### src/rtl/pipelined_adder_pkg.sv
// Shared sizing helpers for the pipelined adder tree.
package pipelined_adder_pkg;

  // Number of terms held by tree level k: ceil(amount / 2^k).
  function automatic int terms_at_level(input int amount, input int k);
    return (amount + (1 << k) - 1) >> k;
  endfunction

  // Result width: each tree level adds one bit of growth.
  function automatic int out_width(input int amount, input int width);
    return width + $clog2(amount);
  endfunction

endpackage

### src/rtl/pipelined_adder_if.sv
// Valid/ready stream bundle for the adder: operand vector in, sum out.
interface pipelined_adder_if
  import pipelined_adder_pkg::*;
#(
  parameter int NUMBERS_AMOUNT = 8,
  parameter int NUMBER_WIDTH   = 4
) ();
  localparam int OUT_WIDTH = out_width(NUMBERS_AMOUNT, NUMBER_WIDTH);

  logic [NUMBERS_AMOUNT-1:0][NUMBER_WIDTH-1:0] data_i;
  logic                                        data_valid_i;
  logic                                        ready_o;
  logic [OUT_WIDTH-1:0]                        data_o;
  logic                                        data_valid_o;
  logic                                        ready_i;

  // The adder side.
  modport slave (
    input  data_i, data_valid_i, ready_i,
    output ready_o, data_o, data_valid_o
  );

  // The environment side: upstream producer and downstream consumer.
  modport master (
    output data_i, data_valid_i, ready_i,
    input  ready_o, data_o, data_valid_o
  );
endinterface

### src/rtl/pipelined_adder_stage.sv
// One registered level of the adder tree: pairwise sums plus the odd
// leftover term, with a valid flag and skid-free ready logic.
module pipelined_adder_stage #(
  parameter int  IN_TERMS  = 2,
  parameter int  IN_WIDTH  = 4,
  parameter bit  SIGNED    = 1'b0,
  localparam int OUT_TERMS = (IN_TERMS + 1) / 2,
  localparam int OUT_WIDTH = IN_WIDTH + 1
) (
  input  logic                                clk,
  input  logic                                rst,
  input  logic [IN_TERMS-1:0][IN_WIDTH-1:0]   in_data,
  input  logic                                in_valid,
  output logic                                in_ready,
  output logic [OUT_TERMS-1:0][OUT_WIDTH-1:0] out_data,
  output logic                                out_valid,
  input  logic                                out_ready
);
  logic [OUT_TERMS-1:0][OUT_WIDTH-1:0] sum;
  logic                                load;

  // The level may take new data when it is empty or its content is leaving.
  assign load     = !out_valid || out_ready;
  assign in_ready = load;

  for (genvar i = 0; i < OUT_TERMS; i++) begin : g_term
    logic [OUT_WIDTH-1:0] a, b;

    if (SIGNED) begin : g_sx
      assign a = {in_data[2*i][IN_WIDTH-1], in_data[2*i]};
    end else begin : g_zx
      assign a = {1'b0, in_data[2*i]};
    end

    if (2*i + 1 < IN_TERMS) begin : g_pair
      if (SIGNED) begin : g_sx
        assign b = {in_data[2*i+1][IN_WIDTH-1], in_data[2*i+1]};
      end else begin : g_zx
        assign b = {1'b0, in_data[2*i+1]};
      end
    end else begin : g_odd
      // Leftover term passes through unchanged (added to zero).
      assign b = '0;
    end

    assign sum[i] = a + b;
  end

  // Level register: data only moves on a real transfer, so it holds under stall.
  always_ff @(posedge clk or posedge rst) begin
    if (rst) begin
      out_valid <= 1'b0;
      out_data  <= '0;
    end else if (load) begin
      out_valid <= in_valid;
      if (in_valid) out_data <= sum;
    end
  end
endmodule

### src/rtl/pipelined_adder.sv
// Pipelined adder tree: LEVELS chained stages, one register per level,
// valid/ready handshake on both sides with a combinational ready chain.
module pipelined_adder
  import pipelined_adder_pkg::*;
#(
  parameter int NUMBERS_AMOUNT = 8,
  parameter int NUMBER_WIDTH   = 4,
  parameter bit SIGNED         = 1'b0
) (
  input logic               clk_i,
  input logic               rst_i,
  pipelined_adder_if.slave  bus
);
  localparam int LEVELS = $clog2(NUMBERS_AMOUNT);

  for (genvar k = 0; k < LEVELS; k++) begin : g_lvl
    localparam int TI = terms_at_level(NUMBERS_AMOUNT, k);
    localparam int TO = terms_at_level(NUMBERS_AMOUNT, k + 1);
    localparam int WI = NUMBER_WIDTH + k;

    logic [TI-1:0][WI-1:0] d_in;
    logic                  v_in;
    logic                  r_in;
    logic [TO-1:0][WI:0]   d_out;
    logic                  v_out;
    logic                  r_out;

    if (k == 0) begin : g_head
      assign d_in = bus.data_i;
      assign v_in = bus.data_valid_i;
    end else begin : g_link
      assign d_in = g_lvl[k-1].d_out;
      assign v_in = g_lvl[k-1].v_out;
    end

    // Ready flows backwards: the last level listens to the consumer.
    if (k == LEVELS - 1) begin : g_tail
      assign r_out = bus.ready_i;
    end else begin : g_mid
      assign r_out = g_lvl[k+1].r_in;
    end

    pipelined_adder_stage #(
      .IN_TERMS (TI),
      .IN_WIDTH (WI),
      .SIGNED   (SIGNED)
    ) u_stage (
      .clk       (clk_i),
      .rst       (rst_i),
      .in_data   (d_in),
      .in_valid  (v_in),
      .in_ready  (r_in),
      .out_data  (d_out),
      .out_valid (v_out),
      .out_ready (r_out)
    );
  end

  assign bus.ready_o      = g_lvl[0].r_in;
  assign bus.data_valid_o = g_lvl[LEVELS-1].v_out;
  assign bus.data_o       = g_lvl[LEVELS-1].d_out[0];
endmodule

### src/flat_wrapper.sv
// flat-port wrapper written by rule: the top's interface ports become plain ports
module pipelined_adder_flat import pipelined_adder_pkg::*;
#(
  parameter int NUMBERS_AMOUNT = 8,
  parameter int NUMBER_WIDTH   = 4,
  parameter bit SIGNED         = 1'b0
)
  (clk_i, rst_i, bus_data_i, bus_data_valid_i, bus_ready_i, bus_ready_o, bus_data_o, bus_data_valid_o);
  pipelined_adder_if #(.NUMBERS_AMOUNT(NUMBERS_AMOUNT), .NUMBER_WIDTH(NUMBER_WIDTH)) bus_i ();
  input logic clk_i;
  input logic rst_i;
  input wire logic [$bits(bus_i.data_i)-1:0] bus_data_i;
  input wire logic [$bits(bus_i.data_valid_i)-1:0] bus_data_valid_i;
  input wire logic [$bits(bus_i.ready_i)-1:0] bus_ready_i;
  output wire logic [$bits(bus_i.ready_o)-1:0] bus_ready_o;
  output wire logic [$bits(bus_i.data_o)-1:0] bus_data_o;
  output wire logic [$bits(bus_i.data_valid_o)-1:0] bus_data_valid_o;
  assign bus_i.data_i = bus_data_i;
  assign bus_i.data_valid_i = bus_data_valid_i;
  assign bus_i.ready_i = bus_ready_i;
  assign bus_ready_o = bus_i.ready_o;
  assign bus_data_o = bus_i.data_o;
  assign bus_data_valid_o = bus_i.data_valid_o;
  pipelined_adder #(.NUMBERS_AMOUNT(NUMBERS_AMOUNT), .NUMBER_WIDTH(NUMBER_WIDTH), .SIGNED(SIGNED)) u_core (.clk_i(clk_i), .rst_i(rst_i), .bus(bus_i));
endmodule
### config.mk
export PLATFORM = sky130hd
export DESIGN_NAME = pipelined_adder_flat
export DESIGN_NICKNAME = d
export VERILOG_FILES = /design/src/rtl/pipelined_adder_pkg.sv /design/src/rtl/pipelined_adder_if.sv /design/src/rtl/pipelined_adder_stage.sv /design/src/rtl/pipelined_adder.sv /design/src/flat_wrapper.sv
export SDC_FILE = /design/constraint.sdc
export NUM_CORES = 1
export LEC_CHECK = 0
export BUFFER_PORTS_ARGS = -buffer_cell sky130_fd_sc_hd__buf_2
export CORE_ASPECT_RATIO = 1.25
export CORE_UTILIZATION = 50
export DETAILED_ROUTE_END_ITERATION = 12
export GPL_ROUTABILITY_DRIVEN = 0
export GPL_TIMING_DRIVEN = 1
export PLACE_DENSITY = 0.72
export SYNTH_ARGS = -nofsm -noshare
export SYNTH_HDL_FRONTEND = slang
export SYNTH_HIERARCHICAL = 1
export SYNTH_SLANG_ARGS = --single-unit
export TNS_END_PERCENT = 5
### constraint.sdc
create_clock -name clk_i -period 5.35 [get_ports clk_i]
set_clock_uncertainty 0.2 [all_clocks]
set_input_delay 0.8025 -clock clk_i [delete_from_list [all_inputs] [get_ports clk_i]]
set_output_delay 0.8025 -clock clk_i [all_outputs]
set_load 0.1 [all_outputs]
==> results.toml, run 1 <==
[grt]
first_global_vias = 1873
grt_antenna_before_repair = 0
grtUsageTotal_pct = 18.8
grt_max_degree = 22
grt_pass1_wl_um = 8070
gr-total-overflow = 0

[sta]
clock.fmax_ghz = 0.319
hold-worst-slack_ns = 0.251
finalSetupViolCount = 0
relSlewSlack_pct = 47.6
fin_crit_sh_pct = 58.6
tightest_slew_ns = 0.786
rsz0062_at_grt = "false"
tns_ns = 0
min_period_ns = 3.14
report.final.slew_viol_count = 0
report.final.hold_viol_count = 0

[power]
p_int_w = 0.000817
seqPwrFrac_pct = 33.1
swShare_pct = 44.0
power_frac_clock_pct = 16.7
power.density_nw_per_um2 = 481
p_sw_w = 0.000642
ir_worst_vdd_mv = 0.188
p_total_w = 0.00146
pwr-share-comb_pct = 50.2
p_leak_nw = 1.46

[yosys]
synth_cell_types = 40
ys_seq_area_share_pct = 39.3
syn-instance-count = 254
ys_seq_elements = 42
ys_warn_count = 6
syn_avg_cell_area_um2 = 10.5
netlist_area_um2 = 2680
synth_fp_nets = 329

[floorplanning]
core_area_um2 = 5120
fp-row-count = 29
die_w_um = 67.4
boundaryPins = 45
start_util_pct = 52.3
die_height_um = 83.8
dieArea_um2 = 5650

[finish]
fin_area_um2 = 3030
num-fill-cells = 456
diodes = 0
fin_util_pct = 59.3
drive_gt1_share_pct = 24.3
syn_to_final_growth_pct = 13.3
layout.nets = 374
seqCellArea_um2 = 1050
multiInputGateArea_um2 = 1500

[clocking]
cts_buffer_depth = 2
cts.htree.levels = 2
cts_tree = "done"
hold_buffers = 0
cts.sinks = 42
cts_resized = 0
clockRootBuffer = "clkbuf_8"
path_clk_slew_ns = 0.08
clk_latency_ns = 0.29
numCtsBuffers = 5
cts_setup_buffers = 0

[worst_setup_path]
cp_common_cell = "buf_2"
end_kind = "output port"
critPathLaunch = "bus_ready_i"
r2r_start = "u_core/g_lvl[1].u_stage/out_data[0]"
cp_max_fo = 17
critPathArrivalTime_ns = 2.13
cp_top_family = "simple AND/OR/NAND/NOR gates"
cpMaxStageDelayCell = "nor2b_4"
worst_setup_path_start_kind = "input pin"
cp.required_ns = 4.35
slowest_delay_ns = 0.39
worstSetupPathType = "in2out"
critical_path_buf_inv_count = 3
path_cells = "buf_2 > nand2b_2 > nand2b_4 > nor2b_4 > clkinv_2 > buf_2"

[hold_path]
hold_class = "in2async"

[route]
dr.first_iter.drc_count = 58
firstDrtPassIters = 4
via_per_inst = 5.28
wl_per_cell_um = 12.5
vias = 1910
drc_errors = 0
totalWireLength_um = 4510
route.antenna.remaining_nets = 0

[status]
outcome = "completed"

[placed_design]
io_buffers = 44
place_area_um2 = 2920
hpwl_um = 3710

[job]
drv_cap = 0
==> power groups by stage <==
| stage | registers, W | clock network [W] | logic (W) |
|---|---|---|---|
| floorplan | 0.000669 | 0 | 0.000427 |
| global placement | 0.000487 | 0 | 0.000724 |
| detailed placement | 0.000492 | 0 | 0.000738 |
| CTS | 0.000486 | 0.000250 | 0.000742 |
| global route | 0.000500 | 0.000267 | 0.000809 |
| finish | 0.000483 | 0.000243 | 0.000733 |
==> logic make-up after synthesis <==
group | after synthesis | share of synthesized area [%]
compound gates | 71 | 16.9
xor+xnor | 12 | 3.93
mux | 9 | 3.79
buf+inv | 26 | 4.72
fa+ha+maj | 39 | 20.2
simple gates | 55 | 11.2
flops | 42 | 39.3
==> metal layers <==
layer  global-route usage (%)  part of all wire [%]  routed length, µm
met5                        0                     0                  0
met4                     4.64                   1.4                 61
met3                     4.51                   3.0                137
met2                     32.8                    52               2340
met1                     22.6                    44               1970
==> Yosys cell counts, drive strengths merged <==
master	number	area [µm²]
a2111oi	1	15.0
o21ai	35	179
dfrtp	42	1050
a2bb2oi	3	26.3
xnor2	6	52.6
nand3	6	30.0
o31ai	7	67.6
inv	19	71.3
and3b	4	35.0
a211oi	1	12.5
a21boi	6	45.0
nor2b	4	32.5
a21o	2	15.0
buf	6	50.0
nand2	19	81.3
nor3	5	25.0
nor2	11	48.8
fa	7	140
nand2b	6	47.5
mux2	9	101
clkinv	1	5.00
xor2	6	52.6
ha	32	400
a21oi	16	91.3
==> area by class of cell <==
type,instances,share of cell area (%)
Clock inverter,3,1.32
Inverter,20,2.52
Multi-Input combinational cell,186,49.4
Clock buffer,5,2.27
Sequential cell,42,34.7
Timing Repair Buffer,44,7.26
Tap cell,62,2.56
==> path summary, 6_finish.rpt <==
check / end / slack (ns) / cells past startpoint
min: u_core/g_lvl[2].u_stage/out_data[0] / 0.25 / 2
min reg2reg: u_core/g_lvl[2].u_stage/out_data[5] / 0.27 / 2
max in group asynchronous: u_core/g_lvl[0].u_stage/out_data[3] / 3.99 / 2
max reg2reg: u_core/g_lvl[2].u_stage/out_data[6] / 3.35 / 7
max: bus_ready_o / 2.21 / 6
min in group clk_i: u_core/g_lvl[2].u_stage/out_data[5] / 0.27 / 2
==> metrics by stage <==
stage	setup slack [ns]	std cells
after CTS	2.21	362
after floorplan	2.51	254
after global routing	2.15	362
after global placement	2.23	354
after detailed placement	2.22	354
final	2.21	362
==> state kept, by name (all words and copies together) (netlist names) <==
register                        cells
u_core/g_lvl.u_stage/out_data      39
u_core/g_lvl.u_stage/out_valid      3
==> cells in the final DEF, fill, tap and decap left out, types with 3 or more instances in the layout <==
cell type   n
a21boi_0    4
a21oi_1    13
a21oi_2     3
a2bb2oi_1   3
and3b_1     4
buf_2      44
clkbuf_8    5
clkinv_2    3
dfrtp_1    42
fa_1        7
ha_1       32
inv_1      18
mux2_1      5
mux2_2      4
nand2_1    17
nand2b_1    4
nand3_1     6
nor2_1     10
nor2b_1     3
nor3_1      5
o21ai_0    10
o21ai_1    24
o31ai_1     4
o31ai_2     3
xnor2_1     6
xor2_1      6
==> worst reg2reg max path, stage by stage, from the launching register on <==
cell	delay (ns)
dfrtp_1	0.40
ha_1	0.24
inv_1	0.07
fa_1	0.40
nand2b_1	0.17
a21oi_2	0.19
a2111oi_2	0.09
nor3_1	0.17
No activity file was read; power rests on OpenSTA's default activity.
==> run 2: changes to the inputs <==
==> constraint.sdc (replaced) <==
create_clock -name clk_i -period 3 [get_ports clk_i]
set_clock_uncertainty 0.2 [all_clocks]
set_input_delay 0.45 -clock clk_i [delete_from_list [all_inputs] [get_ports clk_i]]
set_output_delay 0.45 -clock clk_i [all_outputs]
set_load 0.1 [all_outputs]
==> results.toml, run 2 (same netlist as run 1, synthesis figures left out) <==
[finish]
num-fill-cells = 443
layout.nets = 376
largest_reg_flops = 39
fin_area_um2 = 3050
mostFrequentLayoutCells = "44 x buf_2, 42 x dfrtp_1, 32 x ha_1"
diodes = 0
seqCellArea_um2 = 1050
final_common_cell = "buf_2"
top_register = "u_core/g_lvl.u_stage/out_data"
syn_to_final_growth_pct = 13.9
reg.largest.list = "u_core/g_lvl.u_stage/out_data x39, u_core/g_lvl.u_stage/out_valid x3"
drive_gt1_share_pct = 23.8
multiInputGateArea_um2 = 1500

[sta]
clock.fmax_ghz = 0.467
fin_crit_sh_pct = 71.3
tightest_slew_ns = 0.861
rsz0062_at_grt = "false"
report.final.slew_viol_count = 0
relSlewSlack_pct = 42.5
finalSetupViolCount = 0
report.final.hold_viol_count = 0
min_period_ns = 2.14
tns_ns = 0

[grt]
met3_usage_pct = 3.28
grt_pass1_wl_um = 8250
grt_antenna_before_repair = 0
first_global_vias = 1901
grt_use_met2_pct = 33.8
grt_busiest_layer = "met2"
gr-usage-met1_pct = 23.2
grt_max_degree = 22
grtUsageTotal_pct = 19.4
gr-total-overflow = 0

[worst_setup_path]
worst_setup_path_start_kind = "flop"
r2r_start = "u_core/g_lvl[0].u_stage/out_data[0]"
cp_max_fo = 5
ff2ff_setup_slack_ns = 1.03
r2r_end = "u_core/g_lvl[1].u_stage/out_data[4]"
reg2reg_depth = 6
worstSetupPathType = "reg2out"
critPathArrivalTime_ns = 1.49
cp.required_ns = 2.35
end_kind = "output port"

[floorplanning]
fp-row-count = 29
core_area_um2 = 5120
boundaryPins = 45
start_util_pct = 52.3
dieArea_um2 = 5650
die_w_um = 67.4
die_height_um = 83.8

[clocking]
cts_tree = "done"
cts_buffer_depth = 2
cts.sinks = 42
clockRootBuffer = "clkbuf_8"
clk_latency_ns = 0.29
cts.htree.levels = 2
cts_resized = 0
hold_buffers = 1
cts_setup_buffers = 0
path_clk_slew_ns = 0.08
numCtsBuffers = 5

[route]
drc_errors = 0
dr.first_iter.drc_count = 46
via_per_inst = 5.27
vias = 1918
firstDrtPassIters = 4
route.antenna.remaining_nets = 0
totalWireLength_um = 4780
wl_per_cell_um = 13.1

[hold_path]
hold_end = "u_core/g_lvl[2].u_stage/out_valid"
hold_path_depth = 3
hold_class = "in2reg"
min_from = "bus_ready_i"

[power]
power.density_nw_per_um2 = 859
ir_worst_vdd_mv = 0.338
p_leak_nw = 1.47

[placed_design]
io_buffers = 44
place_area_um2 = 2930
hpwl_um = 3850

[status]
outcome = "completed"

[job]
drv_cap = 0
## run 2: cell count changes in the layout (fill, tap and decap cells not counted)
cell,before,now
buf_4,0,1
clkbuf_1,0,2
clkinv_2,3,1
dlygate4sd3_1,0,1
## run 2: worst max-delay path by stage
stage	start	to	slack [ns]	cells after the start
3_5_place_dp	bus_ready_i	bus_ready_o	0.91	6
6_report	u_core/g_lvl[2].u_stage/out_valid	bus_ready_o	0.86	5
5_1_grt	u_core/g_lvl[2].u_stage/out_valid	bus_ready_o	0.79	5
2_1_floorplan	u_core/g_lvl[2].u_stage/out_valid	u_core/g_lvl[0].u_stage/out_data[13]	0.41	8
4_1_cts	u_core/g_lvl[2].u_stage/out_valid	bus_ready_o	0.84	5
3_3_place_gp	bus_ready_i	bus_ready_o	0.90	6
## run 2: layer usage
| metal | vias to the layer above | share of wire [%] |
|---|---|---|
| li1 | 985 | - |
| met4 | 0 | 1.1 |
| met2 | 45 | 52 |
| met1 | 882 | 44 |
| met3 | 6 | 3.2 |
| met5 | - | 0 |
## run 2: metrics by stage
| stage | util, % | instances | worst slack (ns) | power, W | hold slack, ns |
|---|---|---|---|---|---|
| after floorplan | - | 254 | 0.412 | 0.00195 | 0.0657 |
| after global placement | 57.3 | 355 | 0.905 | 0.00217 | 0.228 |
| after detailed placement | 57.3 | 355 | 0.912 | 0.00220 | 0.225 |
| after CTS | 59.6 | 364 | 0.841 | 0.00265 | 0.241 |
| after global routing | 59.6 | 364 | 0.789 | 0.00281 | 0.265 |
| final | 59.6 | 364 | 0.861 | 0.00262 | 0.248 |
## run 2: layout make-up
| type | instances | share of cell area, % |
|---|---|---|
| Inverter | 20 | 2.50 |
| Sequential cell | 42 | 34.5 |
| Clock buffer | 7 | 2.50 |
| Tap cell | 62 | 2.55 |
| Clock inverter | 1 | 0.985 |
| Timing Repair Buffer | 46 | 7.80 |
| Multi-Input combinational cell | 186 | 49.2 |
## run 2: worst max-delay path, stage by stage (launching register included)
cell and delay (ns):
dfrtp_1 0.39, nand2b_2 0.10, nand2b_4 0.17, nor2b_4 0.06, clkinv_2 0.06, buf_2 0.42
## run 2: power breakdown
part	total (W)	switching (W)	leakage (nW)	internal [W]
logic	0.00132	0.000847	0.916	0.000471
registers	0.000862	0.000113	0.499	0.000749
clock network	0.000438	0.000189	0.0524	0.000249
==> run 3: changes to the inputs <==
==> constraint.sdc (replaced) <==
create_clock -name clk_i -period 2.1 [get_ports clk_i]
set_clock_uncertainty 0.2 [all_clocks]
set_input_delay 0.315 -clock clk_i [delete_from_list [all_inputs] [get_ports clk_i]]
set_output_delay 0.315 -clock clk_i [all_outputs]
set_load 0.1 [all_outputs]
==> results.toml, run 3 (same netlist as run 1, synthesis figures left out) <==
[status]
outcome = "completed"

[sta]
min_period_ns = 1.98
relSlewSlack_pct = 68.0
finalSetupViolCount = 0
report.final.hold_viol_count = 0
rsz0062_at_grt = "false"
report.final.slew_viol_count = 0
fin_crit_sh_pct = 94.5
tightest_slew_ns = 0.479
clock.fmax_ghz = 0.504
tns_ns = 0

[finish]
largest_reg_flops = 39
reg.largest.list = "u_core/g_lvl.u_stage/out_data x39, u_core/g_lvl.u_stage/out_valid x3"
drive_gt1_share_pct = 25.8
mostFrequentLayoutCells = "43 x buf_2, 41 x dfrtp_1, 32 x ha_1"
layout.nets = 380
syn_to_final_growth_pct = 15.5
final_cells = 368
diodes = 0
final_common_cell = "buf_2"
top_register = "u_core/g_lvl.u_stage/out_data"

[grt]
grt_antenna_before_repair = 0
grt_max_degree = 22
first_global_vias = 1961
grt_pass1_wl_um = 8500
grtUsageTotal_pct = 20.2
gr-total-overflow = 0

[route]
dr_wl_met3_um = 199
drc_errors = 0
via_per_inst = 5.26
top_layer_used = "met4"
wl_per_cell_um = 12.7
dr_wl_met2_um = 2410
route.antenna.remaining_nets = 0
vias = 1936
totalWireLength_um = 4690
firstDrtPassIters = 4
wl_met1_um = 2000
dr.first_iter.drc_count = 50

[clocking]
cts.htree.levels = 2
cts_tree = "done"
cts.sinks = 42
numCtsBuffers = 5
path_clk_slew_ns = 0.08
clockRootBuffer = "clkbuf_8"
cts_buffer_depth = 2
clk_latency_ns = 0.30

[power]
p_leak_nw = 1.49
pwr-share-comb_pct = 50.8
power_frac_clock_pct = 16.4
p_int_w = 0.00209
ir_worst_vdd_mv = 0.444
power.density_nw_per_um2 = 1210
p_sw_w = 0.00167
p_total_w = 0.00375
swShare_pct = 44.4
seqPwrFrac_pct = 32.8

[worst_setup_path]
ff2ff_setup_slack_ns = 0.17
endpoint = "bus_ready_o"
critPathLaunch = "u_core/g_lvl[2].u_stage/out_valid"
reg2reg_depth = 6
r2r_end = "u_core/g_lvl[1].u_stage/out_data[4]"
cp_max_fo = 5
end_kind = "output port"
worstSetupPathType = "reg2out"
worst_setup_path_start_kind = "flop"
critPathArrivalTime_ns = 1.47
cp.required_ns = 1.58
r2r_start = "u_core/g_lvl[0].u_stage/out_data[0]"

[floorplanning]
boundaryPins = 45
fp-row-count = 29
die_height_um = 83.8
start_util_pct = 52.3
dieArea_um2 = 5650
die_w_um = 67.4
core_area_um2 = 5120

[placed_design]
io_buffers = 44
hpwl_um = 3720
dp_cells = 358

[job]
drv_cap = 0

[hold_path]
hold_path_depth = 3
hold_class = "in2reg"
run 3: power by group through the flow:
stage | Sequential [W] | Combinational (W) | Clock, W
3_3_place_gp | 0.00124 | 0.00187 | 0
6_report | 0.00123 | 0.00191 | 0.000617
5_1_grt | 0.00127 | 0.00212 | 0.000660
4_1_cts | 0.00123 | 0.00193 | 0.000631
2_1_floorplan | 0.00170 | 0.00109 | 0
3_5_place_dp | 0.00125 | 0.00191 | 0
run 3: repair_timing:
action	4_1_cts	5_1_grt
setup endpoints to repair	1	1
setup buffers	0	1
hold buffers	1	0
resized for setup	1	0
endpoints found under the hold margin	42	0
cloned	0	0
run 3: final cells by class:
cell class / count / area, µm²
fillers: 436 / 2020
multi-input cells: 186 / 1500
flip-flops and latches: 42 / 1050
repair buffers: 50 / 270
clock buffers: 8 / 110
inverters: 20 / 80.1
well taps: 62 / 77.6
run 3: how the worst min path moves through the flow:
stage | to | slack (ns) | from
after floorplan | u_core/g_lvl[2].u_stage/out_data[0] | -0.07 | rst_i
after global placement | u_core/g_lvl[2].u_stage/out_data[0] | 0.09 | rst_i
after detailed placement | u_core/g_lvl[2].u_stage/out_data[0] | 0.09 | rst_i
after CTS | u_core/g_lvl[2].u_stage/out_valid | 0.10 | bus_ready_i
after global routing | u_core/g_lvl[2].u_stage/out_valid | 0.12 | bus_ready_i
final | u_core/g_lvl[2].u_stage/out_valid | 0.10 | bus_ready_i
run 3: per-stage QoR:
stage	worst slack, ns	hold WS, ns	area [µm²]	util (%)
global placement	0.222	0.0877	2960	57.9
finish	0.116	0.102	3090	60.4
global route	0.0335	0.125	3090	60.4
detailed placement	0.182	0.0922	2960	57.9
CTS	0.0557	0.102	3080	60.3
floorplan	0.102	-0.0693	2680	-
run 3: critical path, stage by stage, from the launching register on:
cell,delay [ns]
dfrtp_4,0.41
nand2b_2,0.08
nand2b_4,0.19
nor2b_4,0.18
clkinv_4,0.07
buf_4,0.23
run 3: metal layers:
| metal | GRT usage (%) | up-vias |
|---|---|---|
| li1 | - | 985 |
| met1 | 23.6 | 899 |
| met2 | 35.1 | 46 |
| met3 | 4.51 | 6 |
| met4 | 6.96 | 0 |
| met5 | 0 | - |
